**config.mk**
```make
export PLATFORM = sky130hd
export DESIGN_NAME = cache_mem_responder
export DESIGN_NICKNAME = d
export VERILOG_FILES = /design/src/rtl/cache_mem_responder.sv
export SDC_FILE = /design/constraint.sdc
export NUM_CORES = 2
export LEC_CHECK = 0
export ABC_AREA = 1
export BUFFER_PORTS_ARGS = -buffer_cell sky130_fd_sc_hd__buf_2
export CAP_MARGIN = 20
export CORE_UTILIZATION = 56
export CTS_BUF_LIST = sky130_fd_sc_hd__clkbuf_8
export DETAILED_ROUTE_END_ITERATION = 8
export HOLD_SLACK_MARGIN = 0.12
export PLACE_DENSITY = 0.72
export SYNTH_ARGS = -nofsm -noshare
export SYNTH_HDL_FRONTEND = slang
export SYNTH_SLANG_ARGS = --single-unit
export TNS_END_PERCENT = 20
```
**constraint.sdc**
```tcl
create_clock -name clk -period 9.89 [get_ports clk]
set_input_delay 1.978 -clock clk [delete_from_list [all_inputs] [get_ports clk]]
set_output_delay 1.978 -clock clk [all_outputs]
set_load 0.01 [all_outputs]
```
**src/rtl/cache_mem_responder.sv**
```systemverilog
// Backing-memory responder for the 2-way data cache: one word read/write at a
// time over valid/ready request/response channels after a fixed latency.
// Words never written read back as their own byte address.
module cache_mem_responder #(
    parameter int unsigned DEPTH   = 64,
    parameter int unsigned LATENCY = 4,
    parameter int unsigned ADDR_W  = 32
) (
    input  logic              clk,
    input  logic              rst,
    input  logic              req_valid,
    output logic              req_ready,
    input  logic              req_we,
    input  logic [ADDR_W-1:0] req_addr,
    input  logic [31:0]       req_wdata,
    output logic              resp_valid,
    input  logic              resp_ready,
    output logic [31:0]       resp_rdata,
    output logic              resp_err,
    output logic              busy
);

    localparam int unsigned IDX_W = (DEPTH > 1) ? $clog2(DEPTH) : 1;
    localparam int unsigned CNT_W = (LATENCY > 1) ? $clog2(LATENCY) : 1;
    localparam int unsigned WA_W  = ADDR_W - 2;

    // Reject illegal parameterisations at elaboration
    if (LATENCY == 0) begin : g_bad_latency
        $error("cache_mem_responder: LATENCY must be >= 1");
    end
    if (DEPTH < 2 || (DEPTH & (DEPTH - 1)) != 0) begin : g_bad_depth
        $error("cache_mem_responder: DEPTH must be a power of two >= 2");
    end
    if (ADDR_W < IDX_W + 2) begin : g_bad_addr_w
        $error("cache_mem_responder: ADDR_W too narrow for DEPTH");
    end

    typedef enum logic [1:0] {
        S_IDLE = 2'd0,
        S_WAIT = 2'd1,
        S_RESP = 2'd2
    } state_e;

    state_e            state_q, state_d;
    logic [CNT_W-1:0]  cnt_q, cnt_d;
    logic              req_ready_q, req_ready_d;
    logic              resp_valid_q, resp_valid_d;
    logic [31:0]       rdata_q, rdata_d;
    logic              err_q, err_d;
    logic              busy_q, busy_d;

    logic              we_q;
    logic [WA_W-1:0]   waddr_q;
    logic [31:0]       wdata_q;
    logic              cap_en;

    logic [31:0]       mem [DEPTH];
    logic [DEPTH-1:0]  written_q;
    logic              mem_we;

    logic [IDX_W-1:0]  idx;
    logic              in_range;
    logic [31:0]       fill_data;

    // Byte-offset bits carry no meaning for word accesses
    logic              unused_addr_lsbs;
    assign unused_addr_lsbs = ^req_addr[1:0];

    // Decode the captured word address
    always_comb begin
        idx       = waddr_q[IDX_W-1:0];
        in_range  = ((waddr_q >> IDX_W) == '0);
        fill_data = 32'({waddr_q, 2'b00});
    end

    // Next-state and registered-output logic
    always_comb begin
        state_d      = state_q;
        cnt_d        = cnt_q;
        req_ready_d  = req_ready_q;
        resp_valid_d = resp_valid_q;
        rdata_d      = rdata_q;
        err_d        = err_q;
        busy_d       = busy_q;
        cap_en       = 1'b0;
        mem_we       = 1'b0;

        case (state_q)
            S_IDLE: begin
                if (req_valid && req_ready_q) begin
                    cap_en      = 1'b1;
                    cnt_d       = CNT_W'(LATENCY - 1);
                    state_d     = S_WAIT;
                    req_ready_d = 1'b0;
                    busy_d      = 1'b1;
                end
            end
            S_WAIT: begin
                if (cnt_q == '0) begin
                    state_d      = S_RESP;
                    resp_valid_d = 1'b1;
                    if (!in_range) begin
                        err_d   = 1'b1;
                        rdata_d = 32'h0;
                    end else if (we_q) begin
                        mem_we  = !rst;
                        rdata_d = 32'h0;
                    end else begin
                        rdata_d = written_q[idx] ? mem[idx] : fill_data;
                    end
                end else begin
                    cnt_d = cnt_q - CNT_W'(1);
                end
            end
            S_RESP: begin
                if (resp_ready) begin
                    state_d      = S_IDLE;
                    resp_valid_d = 1'b0;
                    err_d        = 1'b0;
                    rdata_d      = 32'h0;
                    busy_d       = 1'b0;
                    req_ready_d  = 1'b1;
                end
            end
            default: begin
                state_d      = S_IDLE;
                req_ready_d  = 1'b1;
                resp_valid_d = 1'b0;
                busy_d       = 1'b0;
            end
        endcase
    end

    // State, counter and output registers
    always_ff @(posedge clk) begin
        if (rst) begin
            state_q      <= S_IDLE;
            cnt_q        <= '0;
            req_ready_q  <= 1'b1;
            resp_valid_q <= 1'b0;
            rdata_q      <= 32'h0;
            err_q        <= 1'b0;
            busy_q       <= 1'b0;
        end else begin
            state_q      <= state_d;
            cnt_q        <= cnt_d;
            req_ready_q  <= req_ready_d;
            resp_valid_q <= resp_valid_d;
            rdata_q      <= rdata_d;
            err_q        <= err_d;
            busy_q       <= busy_d;
        end
    end

    // Captured request; inputs are free to change after acceptance
    always_ff @(posedge clk) begin
        if (rst) begin
            we_q    <= 1'b0;
            waddr_q <= '0;
            wdata_q <= 32'h0;
        end else if (cap_en) begin
            we_q    <= req_we;
            waddr_q <= req_addr[ADDR_W-1:2];
            wdata_q <= req_wdata;
        end
    end

    // Written-word tracking, cleared by reset
    always_ff @(posedge clk) begin
        if (rst) begin
            written_q <= '0;
        end else if (mem_we) begin
            written_q[idx] <= 1'b1;
        end
    end

    // Storage array, intentionally not reset
    always_ff @(posedge clk) begin
        if (mem_we) begin
            mem[idx] <= wdata_q;
        end
    end

    assign req_ready  = req_ready_q;
    assign resp_valid = resp_valid_q;
    assign resp_rdata = rdata_q;
    assign resp_err   = err_q;
    assign busy       = busy_q;

endmodule
```
==> flow_summary.toml <==
[floorplan]
row_count = 145
die_height_um = 400
dieWidth_um = 400
die_area_mm2 = 0.160
core_area_mm2 = 0.157
io-pin-count = 105
start_util_pct = 56.6

[worst_hold_path]
hold_critical_path_endpoint = "written_q[23]"
hold_path.class = "reg -> reg"
hold_start = "written_q[23]"
holdPathStages = 2

[cells_and_area]
final_layout_size_suffix_gt1_share_pct = 9.51
seqCellArea_mm2 = 0.0650
multi_input_area_mm2 = 0.0207
final.fill_count = 11800
design_area_mm2 = 0.0967
finish.net_count = 7712
area_growth_syn_to_layout_pct = 9.13

[power_and_ir_drop]
pwr_density_cell_mw_per_mm2 = 210
irDropWorstVdd_mv = 0.160
cellLeakagePower_nw = 35.0
power_w = 0.0203

[synthesis]
synthesis.area_per_instance_um2 = 11.7
yosys.area.top_type_share_pct = 69.4
synth_cells = 7555
synth_enable_flop_cells = 2048
synthTopCellsByArea = "sky130_fd_sc_hd__edfxtp_1, sky130_fd_sc_hd__nand3_1, sky130_fd_sc_hd__nand2_1"
synth.most_common_cell = "sky130_fd_sc_hd__nand2_1"
synth.largest_area_cell = "sky130_fd_sc_hd__edfxtp_1"
synthesis.area_mm2 = 0.0886
postSynth.topFlopCell = "sky130_fd_sc_hd__edfxtp_1"
postSynthRegisterBits = 2221
async_reset_ff_share_pct = 0
synth-seq-area-share_pct = 73.3
synth.cells.most_frequent = "sky130_fd_sc_hd__nand2_1, sky130_fd_sc_hd__edfxtp_1, sky130_fd_sc_hd__nand3_1"
syn_nets = 7625
yosys_warnings = 0
synth_cell_types = 31

[clock_tree]
clk_pin_slew_ps = 60
clock_path_buffers = 4
post_cts_hold_buffer_count = 0
post_cts_resized = 0
clock_latency_late_sink_ps = 1020
clock_tree.root_cell = "sky130_fd_sc_hd__clkbuf_8"
cts.sink_count = 2221
cts_tree = "done"
cts_inserted_buffers = 359
postCtsSetupBuffers = 0
htreeDepth = 5

[critical_path]
worstSetupEndpointType = "flop"
worstSetupPathType = "reg -> reg"
slowest_delay_ps = 930
timing.critical_path.cells = "buf_4 > buf_4 > buf_4 > nand2_1 > nand3_1 > nand3_1 > nand3_1 > nand3_1 > nand3_1 > nand2_1 > nand2_1 > nand3_1 > a21oi_1"
r2r-end = "resp_rdata[4]"
critical_path.slowest_cell = "sky130_fd_sc_hd__buf_4"
critPathBufInv = 3
arrival_time_at_the_worst_endpoint_ps = 5730
cp_num_cells = 13
timing.critical_path.max_delay_family = "buffers and inverters"
crit_path_max_fanout = 98
timing.critical_path.mode_cell = "sky130_fd_sc_hd__nand3_1"
timing.critical_path.from_type = "flop"
cp_data_required_time_ps = 10810
r2r_cells = 13
worst-r2r-setup-slack_ps = 5070

[routing]
detailedRoute.firstPassIterationCount = 6
routed_wl_um = 239000
vias_cell = 6.01
route.vias.total = 59900
final_antenna_net_count = 0
drt-wirelength-per-cell_um = 24.0
first_iter_violations = 8133
route.detailed.drc = 0

[sta]
tns_ps = 0
timing.clock.skew_ps = 54.0
layout_min_cycle_time_ps = 4820
tightestPinTransition_ps = 1170
max_clock_freq_ghz = 0.208
max-slew-margin-rel_pct = 21.3
setup_ws_ps = 5070
number_of_pins_with_negative_max_slew_slack_in_the_final_report = 0
rsz0062_at_grt = "false"
fin_hold_viols = 0
final-setup-viol-count = 0
layout_worst_path_cycle_share_pct = 48.7

[placement]
placedInstanceArea_mm2 = 0.0905
port-buffer-count = 102
globalplace.congestion = 0.873
place_worst_setup_slack_ps = 4570
place.detailed.hpwl_um = 119000

[global_routing]
wire_length_of_the_first_global_routing_pass_um = 350000
grt_antenna_before_repair = 10
grt_overflow_total = 0
via_count_of_the_first_global_routing_pass = 56700
pin_count_of_the_biggest_net_entering_global_routing = 204
total_routing_usage_gr_pct = 29.7

[status]
run_status = "finished clean"

[job]
number_of_maximum_capacitance_violations = 0
[registers in the layout, summed over array words and instances (netlist names), named ones only]
name	flops
busy	1
cnt_q	2
mem	2048
req_ready	1
resp_err	1
resp_rdata	32
resp_valid	1
state_q	2
waddr_q	30
wdata_q	32
we_q	1
written_q	64
[worst reg2reg max path, cell delays in order, from the launching register on]
cell and delay, ps:
sky130_fd_sc_hd__dfxtp_4 430, sky130_fd_sc_hd__buf_4 710, sky130_fd_sc_hd__buf_4 820, sky130_fd_sc_hd__buf_4 990
sky130_fd_sc_hd__nand2_1 190, sky130_fd_sc_hd__nand3_1 140, sky130_fd_sc_hd__nand3_1 90, sky130_fd_sc_hd__nand3_1 140
sky130_fd_sc_hd__nand3_1 200, sky130_fd_sc_hd__nand3_1 420, sky130_fd_sc_hd__nand2_1 90, sky130_fd_sc_hd__nand2_1 80
sky130_fd_sc_hd__nand3_1 210, sky130_fd_sc_hd__a21oi_1 210
[per-layer routing]
layer | GRT usage, % | part of all wire (%) | vias to the layer above
li1 | - | - | 26900
met1 | 40.5 | 38 | 28900
met2 | 45.3 | 45 | 3582
met3 | 6.40 | 12 | 596
met4 | 15.4 | 5.0 | 4
met5 | 0 | 0.0092 | -
[stage by stage]
stage                     hold WS [ps]  std cells  utilization [%]
final                              453       9956             61.7
after global routing               464       9955             61.7
after CTS                          449       9951             61.7
after detailed placement           440       9336             57.8
after global placement             438       9336             57.8
after floorplan                    427       7555                -
[layout make-up]
class	count	area share [%]
flip-flops and latches	2221	67.3
multi-input cells	4680	21.4
clock buffers	374	5.33
well taps	2058	2.66
repair buffers	226	1.64
clock inverters	241	1.02
inverters	154	0.627
diodes	2	0.00518
[cell usage in the layout, fill, tap and decap left out, drive strengths merged]
master    Yosys  layout
a21oi       106     106
a31oi         2       2
buf         328     226
bufinv        0       1
clkbuf      171     374
clkinv        0     112
clkinvlp      0       5
dfxtp       173     173
diode         0       2
edfxtp     2048    2048
ha            1       1
inv         154     277
nand2      2280    2280
nand3      2001    2001
nand4        26      26
nor2        134     134
nor3         23      23
nor4          6       6
o21a          2       2
o21ai        99      99
[how the worst max path moves through the flow]
stage	endpoint	slack [ps]
floorplan	mem[15][0]	4520
global placement	mem[14][27]	4590
detailed placement	mem[14][28]	4570
CTS	resp_rdata[5]	5310
global route	resp_rdata[4]	4890
finish	resp_rdata[4]	5070
[power breakdown]
| group | internal [W] | switching, W | leakage (nW) |
|---|---|---|---|
| sequential | 0.0105 | 0.0000855 | 20.2 |
| clock | 0.00350 | 0.00346 | 3.60 |
| combinational | 0.000597 | 0.00208 | 11.2 |
| total | 0.0146 | 0.00563 | 35.0 |
[logic make-up after synthesis]
family / share of synthesized area (%)
simple gates: 22.0
flops: 73.3
buf+inv: 3.35
compound gates: 1.25
fa+ha+maj: 0.0141
Power figures use the tool's default switching activity.
